[config.mk]
export PLATFORM = sky130hd
export DESIGN_NAME = cpu_run_monitor
export DESIGN_NICKNAME = d
export VERILOG_FILES = /design/src/rtl/cpu_run_monitor.sv
export SDC_FILE = /design/constraint.sdc
export NUM_CORES = 1
export LEC_CHECK = 0
export BUFFER_PORTS_ARGS = -buffer_cell sky130_fd_sc_hd__buf_2
export CORE_ASPECT_RATIO = 0.5
export CORE_MARGIN = 10
export CORE_UTILIZATION = 50
export DETAILED_ROUTE_END_ITERATION = 7
export GPL_ROUTABILITY_DRIVEN = 0
export MAX_ROUTING_LAYER = met4
export PLACE_DENSITY = 0.83
export SETUP_SLACK_MARGIN = 0.05
export SYNTH_ARGS = -nofsm -noshare
export SYNTH_HDL_FRONTEND = slang
export SYNTH_SLANG_ARGS = --single-unit
[constraint.sdc]
create_clock -name clk -period 2.9 [get_ports clk]
set_input_delay 0.145 -clock clk [delete_from_list [all_inputs] [get_ports clk]]
set_output_delay 0.145 -clock clk [all_outputs]
set_load 0.02 [all_outputs]
[src/rtl/cpu_run_monitor.sv]
`default_nettype none
// cpu_run_monitor: detects CPU halt (PC self-loop) or run timeout, then streams a dmem window out.
// Revision 1.0 - initial release
module cpu_run_monitor #(
  parameter int STABLE_CYCLES  = 10,
  parameter int TIMEOUT_CYCLES = 1000,
  parameter int DUMP_WORDS     = 10,
  parameter int DUMP_BASE      = 0,
  parameter int AW             = 8
) (
  input  logic          clk,
  input  logic          reset,
  input  logic          run_en,
  input  logic [31:0]   pc_i,
  output logic [AW-1:0] dmem_raddr,
  input  logic [31:0]   dmem_rdata,
  output logic          out_valid,
  input  logic          out_ready,
  output logic [31:0]   out_data,
  output logic [7:0]    out_index,
  output logic          out_last,
  output logic          busy,
  output logic          done,
  output logic          timed_out,
  output logic [31:0]   halt_pc,
  output logic [31:0]   cycle_count
);

  typedef enum logic [2:0] {
    S_IDLE = 3'd0,
    S_RUN  = 3'd1,
    S_READ = 3'd2,
    S_WAIT = 3'd3,
    S_OUT  = 3'd4,
    S_DONE = 3'd5
  } state_t;

  localparam logic [AW-1:0] c_base_addr   = AW'(DUMP_BASE);
  localparam logic [7:0]    c_last_idx    = 8'(DUMP_WORDS - 1);
  localparam logic [31:0]   c_stable_lim  = 32'(STABLE_CYCLES);
  localparam logic [31:0]   c_timeout_lim = 32'(TIMEOUT_CYCLES);

  state_t        state_q, state_d;
  logic [31:0]   prev_pc_q, prev_pc_d;
  logic [31:0]   stable_q, stable_d;
  logic [31:0]   cycle_q, cycle_d;
  logic [7:0]    idx_q, idx_d;
  logic          done_q, done_d;
  logic          timed_out_q, timed_out_d;
  logic [31:0]   halt_pc_q, halt_pc_d;
  logic [AW-1:0] raddr_q, raddr_d;
  logic          valid_q, valid_d;
  logic [31:0]   data_q, data_d;
  logic          last_q, last_d;

  assign busy = (state_q == S_RUN) || (state_q == S_READ) ||
                (state_q == S_WAIT) || (state_q == S_OUT);

  always_comb begin
    state_d     = state_q;
    prev_pc_d   = prev_pc_q;
    stable_d    = stable_q;
    cycle_d     = cycle_q;
    idx_d       = idx_q;
    done_d      = done_q;
    timed_out_d = timed_out_q;
    halt_pc_d   = halt_pc_q;
    raddr_d     = raddr_q;
    valid_d     = valid_q;
    data_d      = data_q;
    last_d      = last_q;
    if (!run_en && busy) begin
      // Abort is the only path that may retract out_valid without a handshake.
      state_d = S_IDLE;
      valid_d = 1'b0;
    end else begin
      case (state_q)
        S_IDLE: begin
          cycle_d     = '0;
          stable_d    = '0;
          idx_d       = '0;
          done_d      = 1'b0;
          timed_out_d = 1'b0;
          halt_pc_d   = '0;
          prev_pc_d   = '1;
          raddr_d     = c_base_addr;
          valid_d     = 1'b0;
          data_d      = '0;
          last_d      = 1'b0;
          if (run_en) state_d = S_RUN;
        end
        S_RUN: begin
          cycle_d   = (cycle_q == '1) ? cycle_q : cycle_q + 32'd1;
          stable_d  = (pc_i == prev_pc_q) ? stable_q + 32'd1 : '0;
          prev_pc_d = pc_i;
          // Halt is tested first so a simultaneous timeout is not reported.
          if (stable_d >= c_stable_lim) begin
            halt_pc_d = pc_i;
            raddr_d   = c_base_addr + AW'(idx_q);
            state_d   = S_READ;
          end else if (cycle_d >= c_timeout_lim) begin
            timed_out_d = 1'b1;
            raddr_d     = c_base_addr + AW'(idx_q);
            state_d     = S_READ;
          end
        end
        S_READ: state_d = S_WAIT;
        S_WAIT: begin
          data_d  = dmem_rdata;
          last_d  = (idx_q == c_last_idx);
          valid_d = 1'b1;
          state_d = S_OUT;
        end
        S_OUT: begin
          if (out_ready) begin
            valid_d = 1'b0;
            if (last_q) begin
              done_d  = 1'b1;
              state_d = S_DONE;
            end else begin
              idx_d   = idx_q + 8'd1;
              raddr_d = c_base_addr + AW'(idx_q + 8'd1);
              state_d = S_READ;
            end
          end
        end
        S_DONE: begin
          if (!run_en) begin
            done_d  = 1'b0;
            state_d = S_IDLE;
          end
        end
        default: state_d = S_IDLE;
      endcase
    end
  end

  always_ff @(posedge clk) begin
    if (!reset) begin
      state_q     <= S_IDLE;
      prev_pc_q   <= '1;
      stable_q    <= '0;
      cycle_q     <= '0;
      idx_q       <= '0;
      done_q      <= 1'b0;
      timed_out_q <= 1'b0;
      halt_pc_q   <= '0;
      raddr_q     <= c_base_addr;
      valid_q     <= 1'b0;
      data_q      <= '0;
      last_q      <= 1'b0;
    end else begin
      state_q     <= state_d;
      prev_pc_q   <= prev_pc_d;
      stable_q    <= stable_d;
      cycle_q     <= cycle_d;
      idx_q       <= idx_d;
      done_q      <= done_d;
      timed_out_q <= timed_out_d;
      halt_pc_q   <= halt_pc_d;
      raddr_q     <= raddr_d;
      valid_q     <= valid_d;
      data_q      <= data_d;
      last_q      <= last_d;
    end
  end

  assign dmem_raddr  = raddr_q;
  assign out_valid   = valid_q;
  assign out_data    = data_q;
  assign out_index   = idx_q;
  assign out_last    = last_q;
  assign done        = done_q;
  assign timed_out   = timed_out_q;
  assign halt_pc     = halt_pc_q;
  assign cycle_count = cycle_q;

endmodule
`default_nettype wire

==> results of run 1 <==
cell type report:
cell class                 count  area [um2]
antenna                        7        17.5
clock buffer                  19         443
clock inverter                13         139
fill                        1317        5100
inverter                      13        51.3
multi-input combinational    949        5800
sequential                   183        3700
tap                          259         324
timing repair buffer         433        3080
registers in the layout (all words and copies together), names as in the netlist:
register / cells
done: 1
out_last: 1
out_data: 32
prev_pc_q: 32
state_q: 3
halt_pc: 32
dmem_raddr: 8
out_index: 8
cycle_count: 32
out_valid: 1
stable_q: 32
timed_out: 1
worst paths after layout:
path | start | endpoint | slack (ns) | cells after the start
hold / removal | reset | prev_pc_q[10]$_SDFFE_PN1P_ | 0.1 | 2
setup / recovery | stable_q[1]$_SDFFE_PN0P_ | halt_pc[19]$_SDFFE_PN0P_ | -0.29 | 13
setup reg to reg | stable_q[1]$_SDFFE_PN0P_ | halt_pc[19]$_SDFFE_PN0P_ | -0.29 | 13
hold reg to reg | halt_pc[11]$_SDFFE_PN0P_ | halt_pc[11]$_SDFFE_PN0P_ | 0.46 | 2
metrics by stage:
stage	power [mW]	hold WS [ns]	cell area (um2)	utilization	setup TNS (ns)
final	5.50	0.0951	13600	0.726	-7.48
after global routing	5.63	0.109	13600	0.726	-12.16
after floorplan	2.85	0.269	9820	-	-3.14
after CTS	5.40	0.0646	13200	0.709	-0.997
after detailed placement	3.01	0.389	11900	0.637	-3.08
after global placement	2.99	0.379	11900	0.637	-0.0943
kinds of logic after synthesis:
kind of cell	count (synthesis)
adders and majority gates	4
DFF	183
and+or+nand+nor	571
xor gates and xnor gates	46
muxes	6
buffers and inverters	121
AOI/OAI and AO/OA	322
what timing repair did:
item	in CTS	in global routing
hold buffers	64	0
hold endpoints to repair	88	0
gates cloned	1	3
gates resized for setup	17	50
pin swaps	6	40
endpoints found under the setup margin	44	44
buffers inserted	6	3
per-layer routing:
| metal | vias up | track usage | part of all wire |
|---|---|---|---|
| met5 | - | - | 0 |
| met4 | 0 | 0.150 | 0.053 |
| met3 | 236 | 0.0595 | 0.11 |
| met2 | 936 | 0.446 | 0.48 |
| met1 | 5596 | 0.305 | 0.37 |
| li1 | 5264 | - | - |
cell usage in the layout, fill, tap and decap left out, types with 10 or more instances in the layout:
cell	instances
buf_2	184
inv_1	12
a22oi_1	44
buf_4	172
and3_1	23
xnor2_1	12
dlygate4sd3_1	64
o22ai_1	11
a21oi_1	92
nand2_1	144
xor2_1	34
nor3_1	30
nor2_1	149
a311oi_1	15
nand3_1	56
a22oi_2	17
nand4_1	40
dfxtp_2	20
and2_1	10
or3_1	16
a211oi_1	12
o21ai_0	65
clkbuf_16	19
nor3b_1	10
nor4_1	23
dfxtp_1	161
worst max-delay path, stage by stage, from the launching register on:
cell and delay [ns]:
dfxtp_2 0.35, ha_2 0.21, nand4_1 0.19, nor4_4 0.39, a41oi_2 0.17, a211oi_2 0.24
nand4_1 0.17, o41a_1 0.50, buf_6 0.16, o21ai_4 0.16, buf_12 0.16, clkbuf_16 0.15
a22oi_2 0.08, nor2_1 0.18
report_power, final:
| part | internal (mW) | switching (mW) |
|---|---|---|
| registers | 2.53 | 0.0216 |
| clock network | 1.24 | 1.15 |
| logic | 0.221 | 0.342 |
| total | 3.99 | 1.51 |
==> flow_summary.json, run 1 <==
{
  "rsz0062_at_grt": "true",
  "worstHoldPathType": "in -> reg",
  "drc": 0,
  "synth_xor_area_frac": 0.0419,
  "clock_latency_ns": 0.45,
  "ys_ff_latch": 183,
  "fin_crit_sh": 1.10,
  "setup_ws_ns": -0.293,
  "hold_violations": 0,
  "die_h_um": 118,
  "start_util": 0.515,
  "drv_slew": 0,
  "pre_cts_slack_ns": -0.128,
  "cts_htree_levels": 4,
  "yosysWarnings": 0,
  "synthFlopType": "dfxtp_1",
  "async_flop_share": 0,
  "crit_path_start_kind": "flip-flop",
  "synth_top_family_by_area": "simple AND/OR/NAND/NOR gates",
  "grt_pass1_vias": 11200,
  "grt_max_degree": 69,
  "critPathCaptureType": "flip-flop",
  "wirelength_mm": 38.4,
  "initialDrtViolationCount": 1547,
  "dp_cells": 1761,
  "synthAdderAreaFrac": 0.00521,
  "drive_gt1_frac": 0.314,
  "worst_clock_skew_ns": 0.0178,
  "yosysSeqAreaShare": 0.381,
  "peakVddDrop_uv": 404,
  "setup_viol": 44,
  "cp.required_ns": 3.26,
  "synth_area_leaders": "dfxtp_1, nor2_1, nand2_1",
  "tritoncts": "done",
  "syn_nets": 1325,
  "die_w_um": 216,
  "syn_area_mm2": 0.00961,
  "gr-total-overflow": 0,
  "via_per_inst": 6.41,
  "antenna_found_initial": 6,
  "maxCapViolCount": 0,
  "syn_avg_cell_area_um2": 7.67,
  "routedWlPerCell_um": 20.5,
  "crit_fanout": 6,
  "clk_pin_slew_ns": 0.08,
  "grt_pass1_wl_mm": 56.9,
  "io_pins": 185,
  "fin_nets": 1669,
  "violations": "negative setup slack",
  "rows": 35,
  "fin_cells": 1876,
  "port_buffers": 184,
  "synth.largest_area_cell": "dfxtp_1",
  "yosysMostFrequentCell": "dfxtp_1",
  "cts_buffer_depth": 2,
  "slew_headroom": 0.166,
  "dp_hpwl_mm": 23.7,
  "finalCriticalPeriod_ns": 3.19,
  "postRouteAntennaNets": 0,
  "cts_buffers": 17,
  "synth.distinct_cells": 69,
  "synth_edf_count": 0,
  "critical_path_class": "reg -> reg",
  "crit_arrival_ns": 3.56,
  "area_growth_pct": 41.0,
  "dr.pass1.iters": 7,
  "synth_common_cells": "dfxtp_1, nor2_1, nand2_1",
  "netlist_instances": 1253,
  "outcome": "complete, but fails checks",
  "grt_usage": 0.273,
  "dieArea_mm2": 0.0255,
  "cts-root-buf": "clkbuf_16",
  "synth_top_area_share": 0.381,
  "cts_sinks": 183,
  "fmax_mhz": 313,
  "dr_total_vias": 12000,
  "powerDensity_mw_per_mm2": 406,
  "synth-simple-area-share": 0.299,
  "synth_compound_area_frac": 0.215,
  "p_leak_nw": 5.58,
  "muxShareOfSynthArea": 0.00651,
  "core_area_mm2": 0.0187,
  "tightest_slew_ns": 1.25
}
Power figures use the tool's default switching activity.
==> inputs of run 2 (changes only) <==
Settings changed: RECOVER_POWER from default to 100.
==> flow_summary.json, run 2 (same netlist as run 1, synthesis figures left out) <==
{
  "crit_path_start_kind": "flip-flop",
  "critPathCaptureType": "flip-flop",
  "clock_latency_ns": 0.45,
  "die_w_um": 216,
  "dr_total_vias": 12000,
  "tritoncts": "done",
  "maxCapViolCount": 0,
  "fin_crit_sh": 1.10,
  "cts_buffer_depth": 2,
  "dr.pass1.iters": 8,
  "routedWlPerCell_um": 20.4,
  "grt_pass1_vias": 11200,
  "core_area_mm2": 0.0187,
  "violations": "design-rule violations, negative setup slack",
  "rsz0062_at_grt": "true",
  "hold_violations": 0,
  "setup_tns_ns": -7.44,
  "drive_gt1_frac": 0.242,
  "crit_fanout": 6,
  "grt_max_degree": 69,
  "drc": 2,
  "gr-total-overflow": 0,
  "clk_pin_slew_ns": 0.08,
  "final_common_cell": "buf_4",
  "slowest_delay_ns": 0.49,
  "critical_path_class": "reg -> reg",
  "cts_sinks": 183,
  "die_h_um": 118,
  "io_pins": 185,
  "via_per_inst": 6.39,
  "fmax_mhz": 314,
  "finalCoreUtilization": 0.718,
  "initialDrtViolationCount": 1506,
  "postRouteAntennaNets": 0,
  "rows": 35,
  "crit_path_cell_trace": "ha_2, nand4_1, nor4_4, a41oi_2, a211oi_2, nand4_1, o41a_1, buf_6, o21ai_4, buf_12, clkbuf_16, a22oi_2, nor2_1",
  "dp_hpwl_mm": 23.7,
  "grt_pass1_wl_mm": 56.9,
  "antenna_found_initial": 6,
  "peakVddDrop_uv": 400,
  "worst_clock_skew_ns": 0.0179,
  "start_util": 0.515,
  "wirelength_mm": 38.3,
  "port_buffers": 184,
  "cts_buffers": 17,
  "outcome": "complete, but fails checks",
  "dieArea_mm2": 0.0255,
  "power.total_mw": 5.50,
  "cp_slowest_cell": "o41a_1",
  "cp.required_ns": 3.27,
  "slew_headroom": 0.161,
  "crit_top_cell": "nand4_1",
  "cts-root-buf": "clkbuf_16",
  "worstHoldPathType": "in -> reg",
  "area_growth_pct": 39.4,
  "drv_slew": 0,
  "tightest_slew_ns": 1.26,
  "crit_arrival_ns": 3.55,
  "p_leak_nw": 5.07,
  "cts_htree_levels": 4,
  "grt_usage": 0.273,
  "final_cell_mix": "buf_4, dfxtp_1, nor2_1, nand2_1, clkbuf_1",
  "finalCriticalPeriod_ns": 3.19,
  "fin_nets": 1669,
  "setup_viol": 44,
  "powerDensity_mw_per_mm2": 410,
  "setup_ws_ns": -0.286,
  "pre_cts_slack_ns": -0.128
}
-- run 2: worst paths after layout --
check	startpoint	end	slack [ns]	cells after the start
setup reg to reg	stable_q[1]$_SDFFE_PN0P_	halt_pc[28]$_SDFFE_PN0P_	-0.29	13
hold reg to reg	halt_pc[11]$_SDFFE_PN0P_	halt_pc[11]$_SDFFE_PN0P_	0.46	2
setup / recovery	stable_q[1]$_SDFFE_PN0P_	halt_pc[28]$_SDFFE_PN0P_	-0.29	13
hold / removal	reset	prev_pc_q[10]$_SDFFE_PN1P_	0.1	2
-- run 2: power by group --
part	switching, mW	internal, mW
Clock	1.15	1.24
Combinational	0.340	0.218
Sequential	0.0211	2.53
-- run 2: final cells by class --
| cell class | instances | area (um2) |
|---|---|---|
| tap | 259 | 324 |
| multi-input combinational | 949 | 5800 |
| antenna | 8 | 20.0 |
| sequential | 183 | 3700 |
| timing repair buffer | 433 | 2930 |
| fill | 1387 | 5260 |
| inverter | 13 | 51.3 |
| clock inverter | 13 | 139 |
| clock buffer | 19 | 443 |
-- run 2: metal layers --
metal,GRT usage,wire [um]
met1,0.305,14000
met2,0.446,18500
met3,0.0595,3790
met4,0.150,1990
met5,-,0
-- run 2: repair_timing --
item / in CTS / in global routing
cloned: 1 / 3
setup buffers: 6 / 3
hold endpoints to repair: 88 / 0
hold buffers: 64 / 0
gates resized for setup: 17 / 50
endpoints found under the setup margin: 44 / 44
pin swaps: 6 / 40
-- run 2: critical path, delay by kind of cell (launching register included) --
kind	cells	cell delay, ns
AOI/OAI and AO/OA	5	1.14
adders and majority gates	1	0.20
buffers and inverters	3	0.46
DFF	1	0.35
and+or+nand+nor	4	0.94
-- run 2: metrics by stage --
| step | hold WS (ns) | instance area, um2 | cells |
|---|---|---|---|
| final | 0.0958 | 13400 | 1877 |
| after global routing | 0.109 | 13400 | 1876 |
| after CTS | 0.0646 | 13200 | 1863 |
| after detailed placement | 0.389 | 11900 | 1761 |
| after global placement | 0.379 | 11900 | 1761 |
| after floorplan | 0.269 | 9820 | 1253 |
